**src/rtl/dp_pkg.sv**
```systemverilog
// Shared types for the round-robin datapath sequencer: opcodes, requester id, buffer state.
package dp_pkg;

    typedef logic [2:0] opcode_t;

    localparam opcode_t OP_ADD = 3'b000;
    localparam opcode_t OP_SUB = 3'b001;
    localparam opcode_t OP_AND = 3'b010;
    localparam opcode_t OP_OR  = 3'b011;
    localparam opcode_t OP_XOR = 3'b100;

    typedef logic req_id_t;

    typedef enum logic {ST_EMPTY, ST_FULL} state_t;

    // gnt is one-hot or zero, so bit 1 alone names the winner
    function automatic req_id_t gnt_index(input logic [1:0] gnt);
        return gnt[1];
    endfunction

endpackage

```
**src/rtl/dp_rr_sequencer_arb.sv**
```systemverilog
// Two-way round-robin arbiter; owns the priority pointer that favours the requester not served last.
module rr_arb2
    import dp_pkg::*;
(
    input  logic       clk,
    input  logic       rst,
    input  logic [1:0] req,
    input  logic       enable,
    output logic [1:0] gnt,
    output req_id_t    ptr
);

    always_comb begin
        gnt = 2'b00;
        if (enable) begin
            case (req)
                2'b01:   gnt = 2'b01;
                2'b10:   gnt = 2'b10;
                2'b11:   gnt = ptr ? 2'b10 : 2'b01;
                default: gnt = 2'b00;
            endcase
        end
    end

    // Pointer moves only when something was actually granted
    always_ff @(posedge clk) begin
        if (rst)
            ptr <= 1'b0;
        else if (|gnt)
            ptr <= ~gnt_index(gnt);
    end

endmodule

```
**src/rtl/dp_rr_sequencer.sv**
```systemverilog
// Round-robin sequencer sharing one combinational datapath between two requesters.
// Optional grant counters (gnt_cnt0/gnt_cnt1) are enabled by defining DP_RR_GRANT_CNT_EN.
module dp_rr_sequencer
    import dp_pkg::*;
#(
    parameter int N = 16
) (
    input  logic         clk,
    input  logic         rst,
    input  logic         req0_valid,
    output logic         req0_ready,
    input  logic [N-1:0] req0_a,
    input  logic [N-1:0] req0_b,
    input  opcode_t      req0_op,
    input  logic         req1_valid,
    output logic         req1_ready,
    input  logic [N-1:0] req1_a,
    input  logic [N-1:0] req1_b,
    input  opcode_t      req1_op,
    output logic [N-1:0] dp_a,
    output logic [N-1:0] dp_b,
    output opcode_t      dp_op,
    input  logic [N-1:0] dp_y,
    input  logic         dp_co,
    output logic         res_valid,
    input  logic         res_ready,
    output logic [N-1:0] res_y,
    output logic         res_co,
    output req_id_t      res_id
`ifdef DP_RR_GRANT_CNT_EN
    ,
    output logic [15:0]  gnt_cnt0,
    output logic [15:0]  gnt_cnt1
`endif
);

    state_t     state, state_nxt;
    logic [1:0] gnt;
    logic       any_gnt;
    logic       can_accept;
    req_id_t    ptr;
    req_id_t    sel;

    assign res_valid  = (state == ST_FULL);
    assign can_accept = !res_valid || res_ready;

    // Reset gates the arbiter so no handshake completes in a reset cycle
    rr_arb2 u_arb (
        .clk    (clk),
        .rst    (rst),
        .req    ({req1_valid, req0_valid}),
        .enable (can_accept && !rst),
        .gnt    (gnt),
        .ptr    (ptr)
    );

    assign req0_ready = gnt[0];
    assign req1_ready = gnt[1];
    assign any_gnt    = |gnt;
    assign sel        = any_gnt ? gnt_index(gnt) : ptr;

    assign dp_a  = sel ? req1_a  : req0_a;
    assign dp_b  = sel ? req1_b  : req0_b;
    assign dp_op = sel ? req1_op : req0_op;

    always_ff @(posedge clk) begin
        if (rst)
            state <= ST_EMPTY;
        else
            state <= state_nxt;
    end

    always_comb begin
        state_nxt = state;
        case (state)
            ST_EMPTY: if (any_gnt) state_nxt = ST_FULL;
            ST_FULL:  if (res_ready && !any_gnt) state_nxt = ST_EMPTY;
            default:  state_nxt = ST_EMPTY;
        endcase
    end

    // Payload only changes on capture; a plain drain leaves the last result visible
    always_ff @(posedge clk) begin
        if (rst) begin
            res_y  <= '0;
            res_co <= 1'b0;
            res_id <= 1'b0;
        end else if (any_gnt) begin
            res_y  <= dp_y;
            res_co <= dp_co;
            res_id <= gnt_index(gnt);
        end
    end

`ifdef DP_RR_GRANT_CNT_EN
    always_ff @(posedge clk) begin
        if (rst) begin
            gnt_cnt0 <= 16'd0;
            gnt_cnt1 <= 16'd0;
        end else begin
            if (gnt[0]) gnt_cnt0 <= gnt_cnt0 + 16'd1;
            if (gnt[1]) gnt_cnt1 <= gnt_cnt1 + 16'd1;
        end
    end
`endif

endmodule

```
**config.mk**
```make
export PLATFORM = sky130hd
export DESIGN_NAME = dp_rr_sequencer
export DESIGN_NICKNAME = d
export VERILOG_FILES = /design/src/rtl/dp_pkg.sv /design/src/rtl/dp_rr_sequencer_arb.sv /design/src/rtl/dp_rr_sequencer.sv
export SDC_FILE = /design/constraint.sdc
export NUM_CORES = 1
export LEC_CHECK = 0
export BUFFER_PORTS_ARGS = -buffer_cell sky130_fd_sc_hd__buf_2
export CORE_ASPECT_RATIO = 2
export CORE_MARGIN = 2
export CORE_UTILIZATION = 34
export DETAILED_ROUTE_END_ITERATION = 8
export PLACE_DENSITY_LB_ADDON = 0.12
export SYNTH_ARGS = -nofsm -noshare
export SYNTH_HDL_FRONTEND = slang
export SYNTH_SLANG_ARGS = --single-unit
```
**constraint.sdc**
```tcl
create_clock -name clk -period 2 [get_ports clk]
set_input_delay 0.2 -clock clk [delete_from_list [all_inputs] [get_ports clk]]
set_output_delay 0.2 -clock clk [all_outputs]
set_load 0.05 [all_outputs]
```
# Word level (Yosys, flattened, before mapping)
# Index checks and enable logic that the tools add are counted.
[totals]
register_bits = 20
input_bits = 92
out_inout_bits = 56
wordCells = 27
[op_classes]
eq_ne = 3
muxes = 10
bitwise_logic = 2
n_reduce_logical = 7
[ops]
columns = ["operator", "n"]
rows = [
  ["two-way mux 16 bit", 2],
  ["one-hot mux 2 bit (3 select lines)", 1],
  ["equality test 2 bit (second input constant)", 2],
  ["two-way mux 2 bit", 2],
  ["zero test 1 bit", 3],
  ["two-way mux 1 bit", 3],
  ["two-way mux 3 bit", 1],
  ["equality test 2 x 1 -> 1 bit (second input constant)", 1],
  ["logical AND 1 bit", 2],
  ["inverter 1 bit", 2],
  ["one-hot mux 1 bit (2 select lines)", 1],
  ["OR reduction 2 bit", 1],
  ["logical OR 1 bit", 1],
]

# Depth between registers and ports, before layout
# Gate-level depths: netlist (run 1).
[logic_depth]
word_depth = 9
mapped_depth = 6
depth_no_buf = 4

# By module
# Synthesis (run 1) repeated with hierarchy kept, for this count alone.
[hier_totals]
hier_cells = 130
hier_area_um2 = 1171.1
[by_module_without_submodules]
columns = ["module", "instances", "cells_each", "area_per_inst_um2", "seq_area_each_um2"]
rows = [
  ["dp_rr_sequencer", 1, 122, 1116.1, 380.4],
  ["rr_arb2", 1, 8, 55.1, 20.0],
]

# Worst setup path before layout (run 1)
# No wires, ideal clock.
[synth_timing]
path_type = "register to output"
startpoint = "register state (netlist: res_valid)"
endpoint = "output port dp_a[10]"
arrival_ns = 1.990
t_required_ns = 1.800
path_slack_ns = -0.190
stages_incl_launch_ff = 6
n_path_buf = 1
path_cell_list = "dfxtp_1 > nor2b_1 > nor3_1 > o22ai_4 > buf_12 > mux2_4"
[synth_between]
elab_chain_cells = 7
[synth_rtl]
columns = ["item", "line_no", "rtl"]
rows = [
  ["from (decl)", "dp_rr_sequencer.sv:37", "state_t state, state_nxt;"],
  ["from (signal assigned)", "dp_rr_sequencer.sv:70", "state <= state_nxt;"],
  ["zero test 1 bit *", "dp_rr_sequencer.sv:45", "assign can_accept = !res_valid || res_ready;"],
  ["logical OR 1 bit *", "dp_rr_sequencer.sv:45", ""],
  ["logical AND 1 bit *", "dp_rr_sequencer.sv:52", ".enable (can_accept && !rst),"],
  ["two-way mux 2 bit *", "dp_rr_sequencer_arb.sv:15", "if (enable) begin"],
  ["OR reduction 2 bit", "dp_rr_sequencer.sv:59", "assign any_gnt = |gnt;"],
  ["two-way mux 1 bit *", "dp_rr_sequencer.sv:60", "assign sel = any_gnt ? gnt_index(gnt) : ptr;"],
  ["two-way mux 16 bit *", "dp_rr_sequencer.sv:62", "assign dp_a = sel ? req1_a : req0_a;"],
  ["to (decl)", "dp_rr_sequencer.sv:20", "output logic [N-1:0] dp_a,"],
]
# Every way passes the cells marked *; elsewhere a longest branch is shown, timed or not.

# Worst setup path in the final report (run 1)
[layout_timing]
startpoint = "register state (netlist: res_valid)"
endpoint = "output port dp_a[0]"
# Same word-level chain as after synthesis.

==> impl_metrics.tcl, run 1 <==
set metrics [dict create \
    outcome "finished with violations" \
    violations "setup timing" \
    dpl-instance-area_um2 2120 \
    yosysSeqAreaShare_pct 29.8 \
    grtUsageTotal_pct 19.0 \
    slowest_stage "mux2_2" \
    hold_viol_final 0 \
    overflow 0 \
    worst_setup_path_end_kind "output pin" \
    post-dp-hpwl_um 3540 \
    avgSynthCellArea_um2 11.6 \
    final_cell_area_um2 2440 \
    cts_root_buf "clkbuf_8" \
    fp.coreArea_um2 3800 \
    ir_worst_vdd_mv 0.615 \
    slowest_delay_ps 350 \
    hp-class "in -> reg" \
    fmax_ghz 0.475 \
    port_buffers 147 \
    drt-pass1-iter-count 4 \
    worstPathMaxFanout 7 \
    ys_seq_elements 20 \
    p_sw_share_pct 40.7 \
    die_area_um2 4500 \
    synth_cell_types 22 \
    route.vias.total 1500 \
    grt_pass1_vias 1504 \
    wire_per_inst_um 14.0 \
    drtIter0Drc 9 \
    rsz0062_at_grt "yes" \
    fin_ws_ps -104 \
    drv_cap 0 \
    synth_cells 116 \
    antenna_found_initial 0 \
    intPower_w 0.000981 \
    power_w 0.00165 \
    clock-sinks 20 \
    arrival_ps 1900 \
    clkPwrFrac_pct 18.1 \
    slew_headroom_pct 78.6 \
    die_w_um 48.4 \
    finalSetupViolations 35 \
    cp-start-kind "register" \
    power_density_nw_per_um2 677 \
    path_cells "nor2b_4, o31a_1, o22ai_4, buf_12, buf_12, mux2_2, buf_6" \
    drcViolationCount 0 \
    path_delay_family "compound AO/OA/AOI/OAI gates" \
    skew_ps 1.21 \
    comb_power_share_pct 55.4 \
    drive_above_1_share_pct 75.0 \
    diodes 0 \
    grt_pass1_wl_um 6800 \
    cts_hold_buf 0 \
    ios 148 \
    wl_um 4530 \
    period_share_pct 105 \
    fillers 326 \
    grt_max_degree 23 \
    dp_slack_ps 68.0 \
    slew_viol_final 0 \
    die_h_um 92.9 \
    synth_area_um2 1340 \
    netSwitchingPower_w 0.000672 \
    start_util_pct 35.3 \
    crit_type "reg -> out" \
    htreeDepth 1 \
    ys_warn_count 0 \
    numCtsBuffers 3 \
    clk_pin_slew_ps 70 \
    cts_tree "yes" \
    clk_latency_ps 250 \
    ant_nets 0 \
    p_seq_share_pct 26.4 \
    place_congestion 0.782 \
    cpMostUsedCell "buf_12" \
    clock_path_buffers 2 \
    syn-num-nets 208 \
    tightestPinTransition_ps 319 \
    nets 365 \
    syn2layout_area_growth_pct 81.8 \
    timing.final.crit_period_ps 2100 \
    viasPerCell 4.64 \
    crit_buf_inv 3 \
    p_leak_nw 1.38 \
    rows 32 \
    required_ps 1800 \
]
==> worst paths after layout <==
kind	start	to	slack, ps	depth (start not counted)
max	res_valid	dp_a[0]	-100	7
min	dp_y[2]	res_y[2]	180	3
max reg2reg	res_valid	res_y[1]	460	7
min reg2reg	res_id	res_id	480	2
==> cells by family after synthesis <==
kind of cell           Yosys count  share of synthesized area [%]
multiplexers                    52                           50.4
AO/OA/AOI/OAI                    6                           3.63
flip-flops                      20                           29.8
AND/OR/NAND/NOR                 30                           9.88
buffers and inverters            8                           6.24
==> Yosys cell counts <==
library cell  count  area [um2]
and3_1            1        6.26
buf_2             1        5.00
inv_2             1        3.75
o31a_1            1        8.76
mux2i_1          17         170
nand3_1           1        5.00
and3_2            1        7.51
o22ai_4           1        20.0
nor3_1            3        15.0
buf_12            3        60.1
mux2_2            5        56.3
nor2b_1           1        6.26
buf_4             1        7.51
a21oi_1           3        15.0
mux2_4           30         450
dfxtp_1          20         400
clkbuf_1          2        7.51
or2b_1            1        7.51
nand2_1           1        3.75
nand2b_1          1        6.26
nor2_1           20        75.1
o21ai_0           1        5.00
==> tightest hold or removal path, stage by stage <==
cell,delay [ps]
buf_2,70
mux2i_1,50
nor2_1,70
==> flip-flops by register name (all words and copies together) (netlist names) <==
signal / count
u_arb.ptr: 1
res_y: 16
res_co: 1
res_id: 1
res_valid: 1
==> power groups by stage <==
stage               clock network, W  registers (W)  logic (W)
floorplan                          0       0.000528   0.000530
global placement                   0       0.000446   0.000790
detailed placement                 0       0.000446   0.000796
CTS                         0.000312       0.000437   0.000924
global route                0.000331       0.000440   0.000954
finish                      0.000300       0.000437   0.000917
==> routing by layer <==
metal	global-route usage, %	part of all wire [%]	up-vias
met5	0	0	-
met3	5.81	9.5	12
met2	37.5	56	96
met4	9.29	3.6	0
met1	16.8	31	673
li1	-	-	719
==> per-stage QoR <==
stage	hold slack [ps]	cells	utilization, %	setup TNS [ps]
2_1_floorplan	347	116	-	0
3_3_place_gp	432	312	55.8	0
3_5_place_dp	440	312	55.8	0
4_1_cts	175	322	64.4	-3550
5_1_grt	167	323	64.2	-5150
6_report	179	323	64.2	-2410
==> cell type report <==
| cell class | instances | area [um2] | area share [%] |
|---|---|---|---|
| multi-input combinational | 88 | 875 | 35.8 |
| tap | 51 | 63.8 | 2.61 |
| inverter | 1 | 3.75 | 0.154 |
| timing repair buffer | 159 | 1040 | 42.7 |
| clock buffer | 4 | 55.1 | 2.26 |
| sequential | 20 | 402 | 16.5 |
==> cell usage in the layout (no fill, tap or decap) <==
| cell type | Yosys | final |
|---|---|---|
| nor3_1 | 3 | 2 |
| nor2_1 | 20 | 20 |
| nand3_1 | 1 | 1 |
| buf_8 | 0 | 2 |
| buf_2 | 1 | 122 |
| buf_6 | 0 | 25 |
| mux2_4 | 30 | 31 |
| and3_2 | 1 | 1 |
| buf_16 | 0 | 1 |
| nand2_1 | 1 | 1 |
| clkbuf_8 | 0 | 4 |
| dfxtp_2 | 0 | 1 |
| nor2b_4 | 0 | 1 |
| mux2i_1 | 17 | 17 |
| a21oi_1 | 3 | 3 |
| o31a_1 | 1 | 1 |
| and3_1 | 1 | 1 |
| or2b_1 | 1 | 1 |
| buf_12 | 3 | 2 |
| nor3_2 | 0 | 1 |
| nand2b_1 | 1 | 1 |
| inv_2 | 1 | 1 |
| mux2_2 | 5 | 4 |
| buf_4 | 1 | 7 |
| o22ai_4 | 1 | 1 |
| dfxtp_1 | 20 | 19 |
| o21ai_0 | 1 | 1 |
==> timing repair <==
item,4_1_cts,5_1_grt
setup buffers,4,2
endpoints found under the setup margin,35,35
cloned,2,0
pin swaps,1,0
gates resized for setup,57,1
Power figures use the tool's default switching activity.
==> run 2: changes to the inputs <==
--- a/config.mk
+++ b/config.mk
@@ -6,10 +6,12 @@
 export NUM_CORES = 1
 export LEC_CHECK = 0
 export BUFFER_PORTS_ARGS = -buffer_cell sky130_fd_sc_hd__buf_2
+export CAP_MARGIN = 20
 export CORE_ASPECT_RATIO = 2
 export CORE_MARGIN = 2
 export CORE_UTILIZATION = 34
 export DETAILED_ROUTE_END_ITERATION = 8
+export GPL_TIMING_DRIVEN = 0
 export PLACE_DENSITY_LB_ADDON = 0.12
 export SYNTH_ARGS = -nofsm -noshare
 export SYNTH_HDL_FRONTEND = slang
==> run 2 against run 1 <==
The run still ends with setup timing left. Die area stayed put. Critical path type unchanged. Combinational power is 4.5% higher. Global-route usage is 0.62 points lower. Routed wire length is 2.0% lower. Sequential cell count stayed put. Clock skew is 3.3 ps higher.
==> impl_metrics.tcl, run 2 (synthesis results as in run 1) <==
set metrics [dict create \
    die_area_um2 4500 \
    port_buffers 147 \
    wl_um 4440 \
    ff2ff_path_depth 7 \
    hold_viol_final 0 \
    skew_ps 4.46 \
    clk_latency_ps 250 \
    place_congestion 0.668 \
    drcViolationCount 0 \
    multi_input_area_um2 886 \
    finalSetupViolations 34 \
    numCtsBuffers 3 \
    ios 148 \
    syn2layout_area_growth_pct 87.9 \
    dpl-instance-area_um2 2150 \
    overflow 0 \
    cts_tree "yes" \
    largest_register "res_y" \
    nets 364 \
    rows 32 \
    viasPerCell 4.73 \
    worstHoldEndpoint "res_y[10]" \
    die_w_um 48.4 \
    hold_depth 3 \
    cts_root_buf "clkbuf_8" \
    worst_setup_path_end_kind "output pin" \
    power_density_nw_per_um2 672 \
    crit_type "reg -> out" \
    rsz0062_at_grt "yes" \
    setup_tns_ps -1570 \
    post-dp-hpwl_um 3460 \
    timing.rr.end "res_y[2]" \
    slowest_stage "dfxtp_2" \
    fillers 306 \
    clk_pin_slew_ps 70 \
    p_leak_nw 1.41 \
    tightestPinTransition_ps 438 \
    largest_reg_flops 16 \
    start_util_pct 35.3 \
    cpMostUsedCell "buf_12" \
    drtIter0Drc 6 \
    fp.coreArea_um2 3800 \
    grtUsageTotal_pct 18.4 \
    fin_ws_ps -63.8 \
    worstPathMaxFanout 10 \
    period_share_pct 103 \
    grt_pass1_vias 1475 \
    grt_pass1_wl_um 6580 \
    drv_cap 0 \
    ant_nets 0 \
    drive_above_1_share_pct 74.2 \
    r2r_slack_ps 340 \
    arrival_ps 1860 \
    wire_per_inst_um 13.8 \
    cp-start-kind "register" \
    final_common_cell "buf_2" \
    min-delay-start "dp_y[10]" \
    path_cells "nor2b_4, o31a_1, o22ai_4, buf_12, buf_12, mux2_4, buf_8" \
    layout_common_cells "113 x buf_2, 34 x mux2_4, 29 x buf_6" \
    clock_path_buffers 2 \
    htreeDepth 1 \
    outcome "finished with violations" \
    slowest_delay_ps 320 \
    drt-pass1-iter-count 4 \
    slew_headroom_pct 70.8 \
    hp-class "in -> reg" \
    final_cell_area_um2 2520 \
    r2r-start "res_valid" \
    slew_viol_final 0 \
    ir_worst_vdd_mv 0.557 \
    grt_max_degree 12 \
    timing.final.crit_period_ps 2060 \
    violations "setup timing" \
    fmax_ghz 0.485 \
    clock-sinks 20 \
    route.vias.total 1522 \
    die_h_um 92.9 \
    antenna_found_initial 0 \
    diodes 0 \
    seq_area_um2 402 \
    required_ps 1800 \
]
[run 2: how the worst max path moves through the flow]
stage	slack [ps]	start	endpoint	cells past startpoint
floorplan	40	res_valid	dp_a[10]	5
global placement	-60	res_valid	dp_a[9]	6
detailed placement	-60	res_valid	dp_a[9]	6
CTS	-70	res_valid	dp_b[3]	7
global route	-120	res_valid	dp_a[9]	7
finish	-60	res_valid	dp_a[9]	7
[run 2: area by class of cell]
cell class | count | area share [%]
Timing Repair Buffer | 151 | 40.9
Multi-Input combinational cell | 88 | 35.1
Sequential cell | 20 | 15.9
Buffer | 7 | 3.17
Tap cell | 51 | 2.53
Clock buffer | 4 | 2.18
Inverter | 1 | 0.149
[run 2: power by group]
part           leakage, nW  switching [W]  internal (W)
logic                 1.22       0.000540      0.000418
clock network       0.0288       0.000125      0.000175
registers            0.165      0.0000133      0.000424
[run 2: per-stage QoR]
step / setup slack, ps / cells / power [W] / hold WS [ps] / util [%]
detailed placement: -60.6 / 314 / 0.00125 / 445 / 56.4
floorplan: 38.0 / 116 / 0.00106 / 347 / -
CTS: -66.1 / 322 / 0.00170 / 173 / 66.0
finish: -63.8 / 322 / 0.00169 / 177 / 66.3
global placement: -56.6 / 314 / 0.00125 / 432 / 56.4
global route: -121 / 322 / 0.00176 / 177 / 66.3
[run 2: critical path: cells and delay by family (launching register included)]
kind	cells	cell delay (ps)
AO/OA/AOI/OAI	2	400
flip-flops	1	320
AND/OR/NAND/NOR	1	130
multiplexers	1	320
buffers and inverters	3	440
[run 2: metal layers]
| metal | track usage, % | vias to the layer above | share of wire (%) |
|---|---|---|---|
| met5 | 0 | - | 0 |
| met4 | 10.5 | 0 | 4.0 |
| met3 | 5.00 | 18 | 9.8 |
| met2 | 37.6 | 97 | 56 |
| met1 | 14.9 | 683 | 30 |
| li1 | - | 724 | - |
[run 2: what timing repair did]
item	4_1_cts	5_1_grt
buffers inserted	4	0
resized for setup	78	5
hold buffers	0	0
setup endpoints to repair	35	35
pin swaps	1	0
